## src/rtl/calc_driver_pkg.sv

```systemverilog
// calc_driver_pkg: shared state encoding, widths, timing defaults and button indices for the front-panel driver
package calc_driver_pkg;
  localparam int CALC_W = 16;
  localparam int DEF_SETUP_CYC = 2;
  localparam int DEF_PULSE_CYC = 4;
  localparam int DEF_SETTLE_CYC = 3;
  localparam int BTN_L = 2;
  localparam int BTN_C = 1;
  localparam int BTN_R = 0;
  typedef enum logic [2:0] {S_IDLE, S_SETUP, S_PULSE, S_CLR, S_SETTLE, S_RESP} state_t;
  function automatic int max3(input int a, input int b, input int c);
    return (a > b) ? ((a > c) ? a : c) : ((b > c) ? b : c);
  endfunction
endpackage

```

## src/rtl/calc_drv_timer.sv

```systemverilog
// calc_drv_timer: loadable down-counter whose done flag is high while the count is zero
module calc_drv_timer #(
  parameter int W = 3
) (
  input  logic         clk,
  input  logic         rst_n,
  input  logic         i_load,
  input  logic [W-1:0] i_val,
  output logic         o_done
);
  logic [W-1:0] r_cnt;
  always_ff @(posedge clk)
    if (!rst_n) r_cnt <= '0;
    else if (i_load) r_cnt <= i_val;
    else if (r_cnt != '0) r_cnt <= r_cnt - 1'b1;
  assign o_done = (r_cnt == '0);
endmodule

```

## src/rtl/calc_driver.sv

```systemverilog
// calc_driver: command-driven sequencer that pulses the calculator's buttons and returns the sampled led value
module calc_driver
  import calc_driver_pkg::*;
#(
  parameter int DATA_W     = CALC_W,
  parameter int SETUP_CYC  = DEF_SETUP_CYC,
  parameter int PULSE_CYC  = DEF_PULSE_CYC,
  parameter int SETTLE_CYC = DEF_SETTLE_CYC
) (
  input  logic              clk,
  input  logic              rst_n,
  input  logic              cmd_valid,
  output logic              cmd_ready,
  input  logic              cmd_clr,
  input  logic [2:0]        cmd_op,
  input  logic [DATA_W-1:0] cmd_data,
  output logic              rsp_valid,
  input  logic              rsp_ready,
  output logic [DATA_W-1:0] rsp_data,
  output logic              btnl,
  output logic              btnc,
  output logic              btnr,
  output logic              btnu,
  output logic              btnd,
  output logic [DATA_W-1:0] sw,
  input  logic [DATA_W-1:0] led,
  output logic              busy
);
  localparam int CNT_W = $clog2(max3(SETUP_CYC, PULSE_CYC, SETTLE_CYC) + 1);
  state_t r_state, w_next;
  logic [2:0] r_btn, w_btn;
  logic [DATA_W-1:0] w_sw, w_rsp_data;
  logic [CNT_W-1:0] w_load_val;
  logic w_accept, w_done, w_load;
  assign w_accept = cmd_valid && cmd_ready;
  calc_drv_timer #(.W(CNT_W)) u_timer (
    .clk    (clk),
    .rst_n  (rst_n),
    .i_load (w_load),
    .i_val  (w_load_val),
    .o_done (w_done)
  );
  always_ff @(posedge clk)
    if (!rst_n) begin
      r_state   <= S_IDLE;
      r_btn     <= '0;
      sw        <= '0;
      btnd      <= 1'b0;
      btnu      <= 1'b0;
      cmd_ready <= 1'b1;
      busy      <= 1'b0;
      rsp_valid <= 1'b0;
      rsp_data  <= '0;
    end else begin
      r_state   <= w_next;
      r_btn     <= w_btn;
      sw        <= w_sw;
      btnd      <= (w_next == S_PULSE);
      btnu      <= (w_next == S_CLR);
      cmd_ready <= (w_next == S_IDLE);
      busy      <= (w_next != S_IDLE);
      rsp_valid <= (w_next == S_RESP);
      rsp_data  <= w_rsp_data;
    end
  always_comb begin
    w_next = r_state;
    case (r_state)
      S_IDLE:         w_next = w_accept ? (cmd_clr ? S_CLR : S_SETUP) : S_IDLE;
      S_SETUP:        w_next = w_done ? S_PULSE : S_SETUP;
      S_PULSE, S_CLR: w_next = w_done ? S_SETTLE : r_state;
      S_SETTLE:       w_next = w_done ? S_RESP : S_SETTLE;
      S_RESP:         w_next = rsp_ready ? S_IDLE : S_RESP;
      default:        w_next = S_IDLE;
    endcase
  end
  // every transition reloads the timer with the new state's length minus one
  always_comb begin
    w_load     = (w_next != r_state);
    w_load_val = (w_next == S_SETUP) ? CNT_W'(SETUP_CYC - 1) :
                 (w_next == S_PULSE || w_next == S_CLR) ? CNT_W'(PULSE_CYC - 1) :
                 (w_next == S_SETTLE) ? CNT_W'(SETTLE_CYC - 1) : '0;
    w_btn      = (w_accept && !cmd_clr) ? cmd_op :
                 (w_next == S_RESP || w_next == S_IDLE) ? 3'b000 : r_btn;
    w_sw       = (w_accept && !cmd_clr) ? cmd_data : sw;
    w_rsp_data = (r_state == S_SETTLE && w_next == S_RESP) ? led : rsp_data;
  end
  assign btnl = r_btn[BTN_L];
  assign btnc = r_btn[BTN_C];
  assign btnr = r_btn[BTN_R];
endmodule

```

## config.mk

```make
export PLATFORM = sky130hd
export DESIGN_NAME = calc_driver
export DESIGN_NICKNAME = d
export VERILOG_FILES = /design/src/rtl/calc_driver_pkg.sv /design/src/rtl/calc_drv_timer.sv /design/src/rtl/calc_driver.sv
export SDC_FILE = /design/constraint.sdc
export NUM_CORES = 1
export LEC_CHECK = 0
export ABC_AREA = 1
export CORE_MARGIN = 3
export CORE_UTILIZATION = 38
export DETAILED_ROUTE_END_ITERATION = 7
export PLACE_DENSITY = 0.73
export SLEW_MARGIN = 20
export SYNTH_ARGS = -nofsm -noshare
export SYNTH_HDL_FRONTEND = slang
export SYNTH_SLANG_ARGS = --single-unit
```

## constraint.sdc

```tcl
create_clock -name clk -period 1.5 [get_ports clk]
set_input_delay 0.3 -clock clk [delete_from_list [all_inputs] [get_ports clk]]
set_output_delay 0.3 -clock clk [all_outputs]
set_load 0.02 [all_outputs]
```

==> qor.yml <==
placed_cell_area_mm2: 0.00285
wl_um: 5140
grt_antenna_before_repair: 0
rows: 24
grt.overflow.total: 0
fillers: 418
endpoint_kind: "flop"
p_comb_frac: 0.516
register_area_um2: 926
diodes: 0
dr.pass1.iters: 5
htreeDepth: 2
vias: 1904
cp_common_cell: "nand2_4"
grt_pass1_wl_um: 8600
cts_hold_buf: 0
first_iter_violations: 66
ys_seq_elements: 46
vdd_drop_max_mv: 0.883
power_density_mw_per_mm2: 1760
skew_ns: 0.00378
fin_nets: 388
clk_latency_ns: 0.30
syn_inst: 249
clk_pin_slew_worst_paths_ns: 0.09
fin_crit_sh: 1.00
grtUsageTotal: 0.178
die_x_um: 76.2
switchingPower_mw: 2.20
start_util: 0.411
slew_headroom: 0.806
syn_area_per_cell_um2: 7.53
clock_path_buffers: 2
drive_gt1_frac: 0.202
ys_warn_count: 0
synth_cell_types: 22
root_buffer: "clkbuf_8"
tns_ns: -0.00528
die_y_um: 76.2
core_area_mm2: 0.00456
status: "finished, violations left"
startpoint_type: "flop"
place_congestion: 0.836
min_period_ns: 1.51
rsz0062_at_grt: "true"
syn-cell-area_mm2: 0.00187
hpwlAfterDp_um: 3590
grt_pass1_vias: 1870
critPathKind: "flop to flop"
synth_fp_nets: 291
p_leak_nw: 1.47
p_clk_frac: 0.178
seqPwrFrac: 0.306
fmax_ghz: 0.664
worst_pin_slew_ns: 0.289
slowest_delay_ns: 0.34
finalHoldViolations: 0
pre_cts_slack_ns: -0.206
numPortBuffers: 79
maxSlewViolCount: 0
yosysSeqAreaShare: 0.491
drc: 0
setup_viol: 1
grt_max_degree: 37
arrival_ns: 1.71
drtAntennaViolNets: 0
swShare: 0.409
cts_tree: "built"
syn2layout_area_growth_pct: 63.2
numCtsBuffers: 5
wl_per_cell_um: 12.5
cts_sinks: 46
final_cell_area_mm2: 0.00306
drv_cap: 0
critPathMaxFanout: 7
die_area_mm2: 0.00581
fin_util: 0.670
hold_path_class: "flop to flop"
fin_ws_ns: -0.00528
intPower_mw: 3.18
io_pins: 80
crit_slowest_cell: "dfxtp_2"
cp_cell_sequence: "inv_2, ha_4, nand2_4, buf_12, nor2_8, nor2_4, nand2_4, nand2_4, nand2_4, a21oi_2, nor2_2"
crit_required_ns: 1.70
violations: "negative setup slack"
viasPerCell: 4.62
multi_input_area_um2: 940
[metal layers]
layer / global-route usage / vias to the layer above / wire length (um)
met5: 0 / - / 0
met4: 0.0688 / 0 / 161
li1: - / 985 / -
met2: 0.308 / 60 / 2560
met1: 0.205 / 844 / 2080
met3: 0.0567 / 15 / 338
[sequential cells by signal (all words and copies together), names as in the netlist, 3 cells and up]
signal,flops
u_timer.r_cnt,3
r_state,3
r_btn,3
rsp_data,16
sw,16
[cell families (layout without fill, tap and decap cells)]
| kind of cell | Yosys count | in the layout | synth area share |
|---|---|---|---|
| buf+inv | 26 | 124 | 0.0527 |
| flops | 46 | 46 | 0.491 |
| simple gates | 134 | 134 | 0.329 |
| compound gates | 39 | 39 | 0.104 |
| xor+xnor | 2 | 2 | 0.00935 |
| fa+ha+maj | 2 | 2 | 0.0133 |
[worst paths after layout]
path,start,to,slack [ns],depth (start not counted)
max,u_timer.r_cnt[1],u_timer.r_cnt[0],-0.005,11
min,rsp_data[5],rsp_data[5],0.48,2
max reg2reg,u_timer.r_cnt[1],u_timer.r_cnt[0],-0.005,11
min reg2reg,rsp_data[5],rsp_data[5],0.48,2
[cell usage after synthesis, drive strengths merged]
cell / instances / area [um^2]
o21ai: 34 / 170
nor2: 84 / 352
nand3: 16 / 95.1
dfxtp: 46 / 921
a21oi: 5 / 25.0
nand4: 2 / 12.5
nand2: 28 / 138
inv: 16 / 60.1
clkinv: 1 / 3.75
xor2: 2 / 17.5
ha: 2 / 25.0
buf: 1 / 5.00
nor3: 4 / 20.0
clkbuf: 8 / 30.0
[placed cells by master, fill, tap and decap left out, types with 2 or more instances in the layout]
master / netlist / routed
buf_12: 0 / 3
nand3_2: 3 / 5
xor2_1: 2 / 2
nand3_1: 13 / 10
nor2_1: 79 / 74
a21oi_2: 0 / 2
nand2_4: 4 / 5
a21oi_1: 5 / 3
dfxtp_2: 0 / 4
inv_1: 11 / 9
nor3_1: 4 / 3
o21ai_0: 30 / 29
dlygate4sd2_1: 0 / 40
clkbuf_8: 0 / 5
buf_4: 0 / 17
nand2_2: 1 / 6
nand4_1: 2 / 2
nor2_4: 2 / 3
inv_2: 5 / 6
o21ai_1: 4 / 5
clkdlybuf4s50_1: 0 / 39
inv_6: 0 / 2
dfxtp_1: 46 / 42
nor2_2: 2 / 6
nand2_1: 23 / 17
[power by group through the flow]
stage	registers [mW]	clock network, mW	logic, mW
4_1_cts	1.63	0.984	2.31
3_3_place_gp	1.66	0	2.39
2_1_floorplan	1.88	0	1.21
3_5_place_dp	1.66	0	2.40
6_report	1.65	0.956	2.78
5_1_grt	1.69	1.04	3.06
[stage by stage]
stage                     total power, mW  hold WS, ns  instances
after detailed placement             4.06        0.471        399
after global routing                 5.78        0.509        412
after floorplan                      3.09        0.435        249
final                                5.38        0.481        412
after CTS                            4.93        0.489        407
after global placement               4.05        0.463        399
[worst max-delay path, delay by kind of cell (launching register included)]
family                   cells  cell delay [ns]
AND/OR/NAND/NOR              7             0.60
flip-flops                   1             0.34
buffers and inverters        2             0.17
adder cells (fa/ha/maj)      1             0.16
AO/OA/AOI/OAI                1             0.13
[cell type report]
cell class	count	area share
Multi-Input combinational cell	177	0.307
Timing Repair Buffer	99	0.304
Sequential cell	46	0.303
Tap cell	65	0.0266
Clock buffer	5	0.0225
Inverter	17	0.0217
Clock inverter	3	0.0155
[repair_timing]
item                       in CTS  in global routing
setup endpoints to repair      52                 19
cloned                          0                  0
buffers inserted                0                  5
resized for setup              43                 27
pin swaps                       0                 13
Power figures use the tool's default switching activity.
